--- config.mk ---
export PLATFORM = sky130hd
export DESIGN_NAME = seq_divider
export DESIGN_NICKNAME = d
export VERILOG_FILES = /design/src/rtl/seq_divider_pkg.sv /design/src/rtl/seq_divider_div_step.sv /design/src/rtl/seq_divider.sv
export SDC_FILE = /design/constraint.sdc
export NUM_CORES = 1
export LEC_CHECK = 0
export ABC_AREA = 1
export BUFFER_PORTS_ARGS = -buffer_cell sky130_fd_sc_hd__buf_4
export CAP_MARGIN = 20
export CORE_ASPECT_RATIO = 1.75
export CORE_MARGIN = 3
export CORE_UTILIZATION = 52
export DETAILED_ROUTE_END_ITERATION = 6
export GPL_TIMING_DRIVEN = 1
export MAX_ROUTING_LAYER = met4
export PLACE_DENSITY_LB_ADDON = 0.25
export SLEW_MARGIN = 40
export SYNTH_ARGS = -nofsm -noshare
export SYNTH_HDL_FRONTEND = slang
export SYNTH_SLANG_ARGS = --single-unit
--- constraint.sdc ---
create_clock -name clk -period 2.61 [get_ports clk]
set_input_delay 0.1305 -clock clk [delete_from_list [all_inputs] [get_ports clk]]
set_output_delay 0.1305 -clock clk [all_outputs]
set_load 0.01 [all_outputs]
--- src/rtl/seq_divider_pkg.sv ---
// Shared definitions for the sequential divider: state encoding, default
// sizes and the two's-complement negate/abs helpers (also used by the multiplier).
package seq_divider_pkg;

  localparam int DEF_WIDTH = 32;
  localparam int DEF_CNT_W = 5;

  typedef enum logic [1:0] {
    IDLE = 2'd0,
    RUN  = 2'd1,
    FIX  = 2'd2
  } state_t;

  // Conditional two's-complement negate; wraps, so -0 = 0 and -MIN = MIN.
  function automatic logic [DEF_WIDTH-1:0] neg_if(input logic [DEF_WIDTH-1:0] v,
                                                  input logic                 en);
    return en ? (~v + 1'b1) : v;
  endfunction

  // Magnitude of a signed value, read back as unsigned (|MIN| = MIN exactly).
  function automatic logic [DEF_WIDTH-1:0] abs_val(input logic [DEF_WIDTH-1:0] v);
    return neg_if(v, v[DEF_WIDTH-1]);
  endfunction

endpackage

--- src/rtl/seq_divider_div_step.sv ---
// One restoring-division iteration: shift {R,Q} left, trial-subtract M,
// keep the difference and set the new quotient bit when it is non-negative.
module seq_divider_div_step #(
  parameter int WIDTH = 32
) (
  input  logic [WIDTH-1:0] i_r,
  input  logic [WIDTH-1:0] i_q,
  input  logic [WIDTH-1:0] i_m,
  output logic [WIDTH-1:0] o_r,
  output logic [WIDTH-1:0] o_q
);

  // R < M always holds, so the shifted remainder is below 2M and the trial
  // difference fits in WIDTH+1 bits with its top bit acting as the sign.
  logic [WIDTH:0] w_r_sh;
  logic [WIDTH:0] w_trial;
  logic           w_neg;

  assign w_r_sh  = {i_r, i_q[WIDTH-1]};
  assign w_trial = w_r_sh - {1'b0, i_m};
  assign w_neg   = w_trial[WIDTH];

  assign o_r = w_neg ? {i_r[WIDTH-2:0], i_q[WIDTH-1]} : w_trial[WIDTH-1:0];
  assign o_q = {i_q[WIDTH-2:0], ~w_neg};

endmodule

--- src/rtl/seq_divider.sv ---
// Iterative signed divider (MIPS DIV): LO <- quotient, HI <- remainder.
// Magnitudes are divided by a restoring loop, one quotient bit per clock,
// then signs are applied in a single fix-up cycle.
module seq_divider
  import seq_divider_pkg::*;
#(
  parameter int WIDTH = DEF_WIDTH,
  parameter int CNT_W = DEF_CNT_W
) (
  input  logic             clk,
  input  logic             reset,
  input  logic             start,
  input  logic [WIDTH-1:0] dividend,
  input  logic [WIDTH-1:0] divisor,
  output logic             busy,
  output logic             done,
  output logic             div_by_zero,
  output logic [WIDTH-1:0] quotient,
  output logic [WIDTH-1:0] remainder
);

  state_t           r_state;
  logic [WIDTH-1:0] r_q;
  logic [WIDTH-1:0] r_r;
  logic [WIDTH-1:0] r_m;
  logic             r_sign_q;
  logic             r_sign_r;
  logic [CNT_W-1:0] r_cnt;
  logic             r_busy;
  logic             r_done;
  logic             r_dbz;
  logic [WIDTH-1:0] r_quot;
  logic [WIDTH-1:0] r_rem;

  logic [WIDTH-1:0] w_r_next;
  logic [WIDTH-1:0] w_q_next;

  seq_divider_div_step #(.WIDTH(WIDTH)) u_step (
    .i_r (r_r),
    .i_q (r_q),
    .i_m (r_m),
    .o_r (w_r_next),
    .o_q (w_q_next)
  );

  // Control FSM and datapath: accept, iterate WIDTH times, sign fix-up.
  always_ff @(posedge clk or negedge reset) begin
    if (!reset) begin
      r_state  <= IDLE;
      r_q      <= '0;
      r_r      <= '0;
      r_m      <= '0;
      r_sign_q <= 1'b0;
      r_sign_r <= 1'b0;
      r_cnt    <= '0;
      r_busy   <= 1'b0;
      r_done   <= 1'b0;
      r_dbz    <= 1'b0;
      r_quot   <= '0;
      r_rem    <= '0;
    end else begin
      // done/div_by_zero are single-cycle pulses unless re-raised below.
      r_done <= 1'b0;
      r_dbz  <= 1'b0;
      case (r_state)
        IDLE: begin
          if (start) begin
            if (divisor == '0) begin
              // Zero divisor: immediate verdict, results left untouched.
              r_done <= 1'b1;
              r_dbz  <= 1'b1;
            end else begin
              r_q      <= abs_val(dividend);
              r_m      <= abs_val(divisor);
              r_r      <= '0;
              r_sign_q <= dividend[WIDTH-1] ^ divisor[WIDTH-1];
              r_sign_r <= dividend[WIDTH-1];
              r_cnt    <= '0;
              r_busy   <= 1'b1;
              r_state  <= RUN;
            end
          end
        end
        RUN: begin
          r_r   <= w_r_next;
          r_q   <= w_q_next;
          r_cnt <= r_cnt + 1'b1;
          if (r_cnt == CNT_W'(WIDTH - 1)) begin
            r_state <= FIX;
          end
        end
        FIX: begin
          r_quot  <= neg_if(r_q, r_sign_q);
          r_rem   <= neg_if(r_r, r_sign_r);
          r_done  <= 1'b1;
          r_busy  <= 1'b0;
          r_state <= IDLE;
        end
        default: begin
          r_state <= IDLE;
        end
      endcase
    end
  end

  assign busy        = r_busy;
  assign done        = r_done;
  assign div_by_zero = r_dbz;
  assign quotient    = r_quot;
  assign remainder   = r_rem;

endmodule

# After elaboration in Yosys (flattened, before gate mapping)
# Cells that the tools add are included.
dict set report totals {
  ff_bits 172
  input_bits 67
  word_cells 64
}
dict set report op_classes {
  mux 25
  add_sub_neg 6
  n_eq_ne 6
  reduce_logical 8
  bitwise_logic 7
}
# op count
set ops {}
lappend ops {{$mux 32} 9}
lappend ops {{$add 32x1->32 const B} 4}
lappend ops {{$not 32->32} 4}
lappend ops {{$pmux 32 s2} 2}
lappend ops {{$sub 33x32->33} 1}
lappend ops {{$logic_not 32->1} 1}
lappend ops {{$reduce_and 3->1} 4}
lappend ops {{$mux 5} 2}
lappend ops {{$pmux 5 s2} 1}
lappend ops {{$mux 2} 3}
lappend ops {{$ne 2x2->1 const B} 3}
lappend ops {{$add 5x1->5 const B} 1}
lappend ops {{$eq 5x5->1 const B} 1}
lappend ops {{$mux 1} 5}
lappend ops {{$pmux 1 s2} 2}
lappend ops {{$pmux 2 s2} 1}
lappend ops {{$reduce_bool 2->1} 2}
lappend ops {{$eq 2x1->1 const B} 1}
lappend ops {{$eq 2x2->1 const B} 1}
lappend ops {{$logic_not 2->1} 1}
lappend ops {{$not 1->1} 2}
lappend ops {{$xor 1x1->1} 1}

# Logic depth before layout (Yosys ltp)
# Gate-level depths: netlist (run 1).
dict set report depth {
  depth_word 6
  ltp_mapped 18
  mapped_depth_nobuf 17
}

# Cells and area by module
# A second synthesis (run 1) with hierarchy kept.
dict set report hier_totals {
  cells_unflattened 2246
  area_unflattened_um2 13793.2
}
# module cells_each seq_area_each_um2 area_each_um2 instances
set by_module_without_submodules {}
lappend by_module_without_submodules {seq_divider 1532 4304.1 10397.5 1}
lappend by_module_without_submodules {seq_divider_div_step 714 0.0 3395.8 1}

# Worst setup path after synthesis (run 1)
# Ideal clock, no wire load.
dict set report synth_timing {
  kind {register to register}
  start {reg r_q[31]}
  end {reg r_r[22]}
  path_stages_with_launch 19
  arrival_ns 2.111
  setup_slack_ns 0.381
  path_buffers 1
  cell_sequence {dfrtp_1 -> inv_1 -> ha_1 -> fa_1 -> inv_1 -> nand2_1 -> nand2_1 -> nand3_1 -> nand2_2 -> nand2_2 -> nand2_4 -> nand2_4 -> nand2_4 -> nand2_8 -> nand2_8 -> buf_8 -> nand2_2 -> nand3_1 -> nand2_1}
}
dict set report synth_via {
  elab_chain_cells 3
}
# element line
set synth_rtl {}
lappend synth_rtl {{start, declared} seq_divider.sv:23} ;# logic [WIDTH-1:0] r_q;
lappend synth_rtl {{start signal, assigned} seq_divider.sv:73} ;# r_q <= abs_val(dividend);
lappend synth_rtl {{start signal, assigned} seq_divider.sv:86} ;# r_q <= w_q_next;
lappend synth_rtl {{$sub 33x32->33} seq_divider_div_step.sv:20} ;# assign w_trial = w_r_sh - {1'b0, i_m};
lappend synth_rtl {{$mux 32} seq_divider_div_step.sv:23} ;# assign o_r = w_neg ? {i_r[WIDTH-2:0], i_q[WIDTH-1]} : w_trial[WIDTH-1:0];
lappend synth_rtl {{$pmux 32 s2} seq_divider.sv:65} ;# case (r_state)
lappend synth_rtl {{end signal, assigned} seq_divider.sv:85} ;# r_r <= w_r_next;
lappend synth_rtl {{end, declared} seq_divider.sv:24} ;# logic [WIDTH-1:0] r_r;
# Every way passes these cells.
# A chain may end at the register's enable or synchronous reset.

# Worst setup path in the final report (run 1)
dict set report layout_timing {
  start {reg r_r[18]}
  end {reg r_r[21]}
}
dict set report layout_via {
  elab_chain_cells 3
}
# element line
set layout_rtl {}
lappend layout_rtl {{$sub 33x32->33} seq_divider_div_step.sv:20}
lappend layout_rtl {{$mux 32} seq_divider_div_step.sv:23}
lappend layout_rtl {{$pmux 32 s2} seq_divider.sv:65}
# Every way passes these cells.

==> results.txt, run 1 <==
----------------------------------------------------
[Outcome]
  Outcome ... completed

[Routing]
  Initial DRT Pass Iterations ... 5
  Routed length per instance ... 17.3 um
  Post-DRT Antenna Nets ... 0
  Count of unresolved DRC violations after routing ... 0
  First DRT Iteration DRCs ... 892
  Mean number of vias per cell ... roughly 5.4
  Vias ... 13,600
  Total detailed-routing wirelength ... ~43 mm

[Logic synthesis]
  EDFF count, synth ... 0
  Post-Syn Instances ... 2,044
  Most frequently used flop master after synthesis ... sky130_fd_sc_hd__dfrtp_1
  Area share of the largest cell type after synthesis ... 32.7%
  Cell taking the most area after synthesis ... sky130_fd_sc_hd__dfrtp_1
  Sequential cell area fraction in the yosys report ... 32.7%
  Post-synthesis average cell area ... 6.44 um2
  Synth warnings ... 0
  Count of unique library cells instantiated by Yosys ... 47
  Post-synth ARST share ... between 90% and 100%
  Seq cells post-synth ... 172
  Number of nets in the synthesized netlist ... 2,150
  Total standard cell area after synthesis ... 13,200 um2
  Top cells by area in the synthesized netlist ... sky130_fd_sc_hd__dfrtp_1 33%, sky130_fd_sc_hd__nand2_1 20%, sky130_fd_sc_hd__inv_1 8.1%

[Floorplanning]
  Area enclosed by the die boundary ... 27,300 um2
  Die width ... 126 um
  Placeable Area ... 24,700 um2
  Number of rows in the core area ... 76
  Die Y ... 216 um
  Starting utilization of the core area ... 53.2%
  Number of primary I/O pins ... around 130

[Finish]
  Antenna cells ... 0
  Share of the core filled with cells ... 62.5%
  Area added between synthesis and finish ... 17.5%
  Most frequent standard cell in the layout excluding fill and tap cells ... sky130_fd_sc_hd__nand2_1
  Share of layout cells above drive strength 1 ... roughly 12%
  Number of nets in the layout ... 2,285
  Most used cells in the layout excluding fill and tap cells ... 700 x sky130_fd_sc_hd__nand2_1, 284 x sky130_fd_sc_hd__inv_1, 204 x sky130_fd_sc_hd__nand3_1
  Count of fill cells added during filler insertion ... 2,368
  Final Instance Count excl. Fillers ... 2,504

[GRT]
  All-layer global routing usage ... 32.5%
  Pin count of the biggest net entering global routing ... 60
  Number of global-route vias before repair ... roughly 13,000
  Initial antenna violation count ... 0
  Wire length of the first global-routing pass ... 67.8 mm
  Overall overflow remaining after global route ... 0

[Timing]
  Pins over their slew limit ... 0
  Number of hold violations in the final report ... 0
  Fin crit period ... 2.45 ns
  Setup-violating endpoint count in the final report ... 0
  Minimum setup slack in the final design ... ~0.16 ns
  Transition at the pin with the smallest max-transition slack ... 0.835 ns
  Normalized max-slew margin ... 44.2%
  Ratio of final minimum period to clock period ... 93.8%
  Final sum of negative setup slack ... 0 ns
  Fmax ... 408 MHz
  Final clock skew ... 0.00878 ns

[CTS]
  Buffer depth of the longest clock path ... 2
  Clock root buffer ... sky130_fd_sc_hd__clkbuf_16
  Sink Count ... 172
  TritonCTS clock tree ... done
  Skew-Pair Late Insertion Delay ... 0.45 ns
  Clock transition at the register clock pins on the worst setup and hold paths after CTS ... around 0.070 ns
  TritonCTS Buffers ... 17
  H-Tree Level Count ... 4

[Hold path]
  Min-delay worst type ... in -> reg

[Critical path]
  Peak fanout along the critical path ... 6
  Crit. End Element ... register
  Startpoint type of the worst setup path ... register
  Data arrival time of the critical path ... about 2.8 ns
  CP required ... 2.95 ns
  Critical path type ... reg -> reg

[Run]
  Max-cap viol count ... 0

[Place]
  Placer congestion estimate ... 1.02
  Post-place setup slack ... 0.137 ns
  Input/output buffers ... 133
  Cells after DPL ... 2,461
  Detailed Place HPWL ... 34.2 mm

[Power and ir drop]
  VDD IR-drop max ... approximately 0.74 mV
  Static leakage ... 8.32 nW
  P per Cell Area ... 1370 nW/um2
  Final Power ... ~0.021 W

----------------------------------------------------
[synth_stat cells, drive strengths merged (24+ instances only)]
library cell and number:
nand2 724, buf 27, nor2 162, nor3 24, inv 288, clkbuf 36, nand3 207, dfrtp 172
ha 38, nand4 24, a21oi 35, xor2 66, o21ai 151
[power breakdown]
group	total, W	internal, W	switching (W)
logic	0.0136	0.00473	0.00888
registers	0.00458	0.00361	0.000969
clock network	0.00295	0.00175	0.00120
[final timing paths]
kind | from | to | slack, ns | depth (start not counted)
min in group asynchronous | reset | remainder[8]$_DFFE_PN0P_ | 0.25 | 2
max in group asynchronous | reset | r_m[26]$_DFFE_PN0P_ | 1.62 | 3
worst min register to register | quotient[24]$_DFFE_PN0P_ | quotient[24]$_DFFE_PN0P_ | 0.48 | 2
worst min-delay path | divisor[19] | r_m[19]$_DFFE_PN0P_ | 0.02 | 3
worst max-delay path | r_r[18]$_DFFE_PN0P_ | r_r[21]$_DFFE_PN0P_ | 0.16 | 12
worst max register to register | r_r[18]$_DFFE_PN0P_ | r_r[21]$_DFFE_PN0P_ | 0.16 | 12
[cell families after synthesis]
kind of cell / after synthesis / share of synthesized area [%]
buffers and inverters: 352 / 10.5
adder cells (fa/ha/maj): 39 / 3.76
AND/OR/NAND/NOR: 1180 / 38.5
flip-flops: 172 / 32.7
XOR/XNOR: 78 / 5.19
AO/OA/AOI/OAI: 223 / 9.35
[layer usage]
metal | wire length (um) | track usage [%] | vias up
met2 | 22800 | 57.5 | 408
met3 | 1810 | 4.81 | 150
li1 | - | - | 6730
met1 | 15500 | 33.2 | 6317
met4 | 3260 | 20.7 | 0
met5 | 0 | - | -
[repair_timing]
| item | 4_1_cts | 5_1_grt |
|---|---|---|
| resized for setup | 0 | 9 |
| setup endpoints to repair | 0 | 33 |
| hold endpoints to repair | 58 | 0 |
| hold buffers | 4 | 0 |
| setup buffers | 0 | 3 |
[state kept, by name (all words and copies together) (netlist names)]
signal       cells
r_sign_q         1
done             1
r_r             32
r_q             32
remainder       32
quotient        32
r_state          2
r_sign_r         1
r_m             32
r_cnt            5
div_by_zero      1
busy             1
[worst max-delay path, cell delays in order, from the launching register on]
cell and delay, ns:
sky130_fd_sc_hd__dfrtp_1 0.49, sky130_fd_sc_hd__ha_1 0.42, sky130_fd_sc_hd__nand2_1 0.15, sky130_fd_sc_hd__nor2_1 0.28, sky130_fd_sc_hd__nand2_1 0.22, sky130_fd_sc_hd__inv_1 0.12, sky130_fd_sc_hd__nand3_1 0.19, sky130_fd_sc_hd__nand3_1 0.14
sky130_fd_sc_hd__nand2_1 0.06, sky130_fd_sc_hd__nand2_1 0.10, sky130_fd_sc_hd__nand2_2 0.06, sky130_fd_sc_hd__nand3_1 0.06, sky130_fd_sc_hd__nand2_1 0.05
[through the flow]
| step | cell area (um2) | hold slack, ns |
|---|---|---|
| floorplan | 13200 | -0.165 |
| global placement | 14600 | 0.156 |
| detailed placement | 14600 | 0.156 |
| CTS | 15300 | 0.00904 |
| global route | 15500 | 0.0215 |
| finish | 15500 | 0.0207 |
[final cells by class]
cell class / count / area [um2] / area share [%]
inverters: 289 / 1080 / 7.02
flip-flops and latches: 172 / 4310 / 27.8
well taps: 312 / 390 / 2.52
repair buffers: 175 / 1430 / 9.26
clock buffers: 18 / 439 / 2.84
clock inverters: 14 / 229 / 1.48
multi-input cells: 1524 / 7580 / 49.0
Note: power is estimated with default switching activity, not from simulation.
==> inputs of run 2 (changes only) <==
- ABC_CLOCK_PERIOD_IN_PS: default -> 2610
- CTS_BUF_LIST: default -> sky130_fd_sc_hd__clkbuf_16
==> results.txt, run 2 (synthesis gave the netlist of run 1 again) <==
----------------------------------------------------
[Finish]
  Count of fill cells added during filler insertion ... around 2,400
  Final std cell area, no fill ... ~15,000 um2
  Most frequent standard cell in the layout excluding fill and tap cells ... sky130_fd_sc_hd__nand2_1
  Share of layout cells above drive strength 1 ... 12.1%
  Most used cells in the layout excluding fill and tap cells ... 700 x sky130_fd_sc_hd__nand2_1, 284 x sky130_fd_sc_hd__inv_1, 204 x sky130_fd_sc_hd__nand3_1
  Number of nets in the layout ... roughly 2,300
  Antenna cells ... 0
  Final Instance Count excl. Fillers ... 2,504
  Area added between synthesis and finish ... 17.4%

[Floorplanning]
  Die Y ... 216 um
  Number of primary I/O pins ... 134
  Area enclosed by the die boundary ... 27,300 um2
  Die width ... 126 um
  Starting utilization of the core area ... 53.2%
  Placeable Area ... roughly 25,000 um2
  Number of rows in the core area ... 76

[Place]
  Input/output buffers ... between 100 and 150
  Placed Instance Area ... 14,600 um2
  Detailed Place HPWL ... around 34 mm
  Placer congestion estimate ... 1.02
  Cells after DPL ... between 2,000 and 2,500
  Post-place setup slack ... 0.137 ns

[GRT]
  All-layer global routing usage ... 32.5%
  Overall overflow remaining after global route ... 0
  Initial antenna violation count ... 0
  Pin count of the biggest net entering global routing ... 60
  Number of global-route vias before repair ... 13,400
  Wire length of the first global-routing pass ... 67.8 mm

[CTS]
  Buffer depth of the longest clock path ... 2
  H-Tree Level Count ... 4
  Clock transition at the register clock pins on the worst setup and hold paths after CTS ... 0.07 ns
  TritonCTS Buffers ... 17
  TritonCTS clock tree ... done
  Skew-Pair Late Insertion Delay ... 0.45 ns
  Sink Count ... approximately 170
  Clock root buffer ... sky130_fd_sc_hd__clkbuf_16

[Critical path]
  Cells along the critical path ... ha_2, nand2_1, inv_1, nand2_1, nor3_1, and2_1, nand2_1, nand2_1, nand2_1, nand2_1, nand2_2, nand3_1, nand2_1
  CP required ... 2.95 ns
  Capture instance of the worst register-to-register path ... r_r[28]$_DFFE_PN0P_
  Crit-path max cell delay ... 0.48 ns
  Startpoint type of the worst setup path ... register
  Crit. End Element ... register
  Critical path type ... reg -> reg
  Reg-to-reg slack, setup ... 0.16 ns
  Startpoint of the lowest-slack register-to-register path ... r_r[13]$_DFFE_PN0P_
  Data arrival time of the critical path ... between 2 and 3 ns
  Depth of the worst register-to-register path ... 13
  Most frequent CP cell ... sky130_fd_sc_hd__nand2_1
  Cell at the slowest stage of the critical path ... sky130_fd_sc_hd__dfrtp_1
  Peak fanout along the critical path ... 5

[Timing]
  Ratio of final minimum period to clock period ... between 90% and 100%
  Fin crit period ... 2.45 ns
  Minimum setup slack in the final design ... between 0.15 and 0.2 ns
  Final clock skew ... 0.00785 ns
  Normalized max-slew margin ... 45.6%
  Number of hold violations in the final report ... 0
  Transition at the pin with the smallest max-transition slack ... ~0.82 ns
  Setup-violating endpoint count in the final report ... 0
  Fmax ... 408 MHz
  Pins over their slew limit ... 0

[Power and ir drop]
  P per Cell Area ... 1370 nW/um2
  VDD IR-drop max ... 0.744 mV
  Static leakage ... roughly 8.3 nW

[Run]
  Max-cap viol count ... 0

[Routing]
  Vias ... 13,600
  Post-DRT Antenna Nets ... 0
  Total detailed-routing wirelength ... 43.4 mm
  Routed length per instance ... 17.3 um
  Count of unresolved DRC violations after routing ... 0
  Initial DRT Pass Iterations ... 7
  First DRT Iteration DRCs ... 902
  Mean number of vias per cell ... 5.42

[Outcome]
  Outcome ... completed

[Hold path]
  Startpoint of the most critical hold path ... divisor[19]
  Worst Hold Depth ... 3
  Min-delay worst type ... in -> reg
  Endpoint of the worst hold-timing path ... r_m[19]$_DFFE_PN0P_

----------------------------------------------------
run 2: cell types whose count changed in the layout (fill, tap and decap cells not counted):
cell	before	now
sky130_fd_sc_hd__clkinv_1	0	1
sky130_fd_sc_hd__clkbuf_8	1	0
run 2: layout make-up:
type                            count  area, um2  share of cell area, %
Clock buffer                       17        425                   2.75
Clock inverter                     15        233                   1.51
Inverter                          289       1080                   7.02
Multi-Input combinational cell   1524       7580                   49.1
Sequential cell                   172       4310                   27.9
Tap cell                          312        390                   2.53
Timing Repair Buffer              175       1430                   9.26
run 2: worst max-delay path: cells and delay by family, from the launching register on:
family	cells	cell delay, ns
flip-flops	1	0.48
AND/OR/NAND/NOR	11	1.38
buffers and inverters	1	0.07
adder cells (fa/ha/maj)	1	0.42
run 2: through the flow:
stage | hold WS (ns) | setup TNS (ns) | power, W | utilization (%)
4_1_cts | 0.00904 | 0 | 0.0206 | 61.9
6_report | 0.0175 | 0 | 0.0211 | 62.5
5_1_grt | 0.0215 | -0.0226 | 0.0230 | 62.5
2_1_floorplan | -0.165 | 0 | 0.0139 | -
3_3_place_gp | 0.156 | 0 | 0.0173 | 59.1
3_5_place_dp | 0.156 | 0 | 0.0175 | 59.1
run 2: worst max-delay path by stage:
stage,startpoint,endpoint,slack (ns),depth (start not counted)
CTS,r_q[31]$_DFFE_PN0P_,r_r[27]$_DFFE_PN0P_,0.10,17
global placement,r_r[7]$_DFFE_PN0P_,r_r[17]$_DFFE_PN0P_,0.18,11
detailed placement,r_q[31]$_DFFE_PN0P_,r_r[31]$_DFFE_PN0P_,0.14,17
finish,r_r[13]$_DFFE_PN0P_,r_r[28]$_DFFE_PN0P_,0.16,13
floorplan,r_q[31]$_DFFE_PN0P_,r_r[22]$_DFFE_PN0P_,0.38,18
global route,r_q[31]$_DFFE_PN0P_,r_r[14]$_DFFE_PN0P_,-0.02,17
run 2: routing by layer:
layer  GRT usage, %  vias to the layer above  share of wire [%]
li1               -                     6733                  -
met1           33.2                     6284                 36
met2           57.6                      418                 53
met3           4.81                      142                4.3
met4           20.7                        0                7.3
met5              -                        -                  0
run 2: power by group:
| part | switching, W | internal, W | leakage, nW |
|---|---|---|---|
| clock | 0.00120 | 0.00172 | 0.320 |
| combinational | 0.00887 | 0.00473 | 5.93 |
| sequential | 0.000977 | 0.00361 | 2.06 |
| total | 0.0111 | 0.0101 | 8.31 |
run 2: repair_timing:
| item | 4_1_cts | 5_1_grt |
|---|---|---|
| setup endpoints to repair | 0 | 33 |
| setup buffers | 0 | 3 |
| gates resized for setup | 0 | 9 |
| endpoints found under the hold margin | 58 | 0 |
| hold buffers | 4 | 0 |
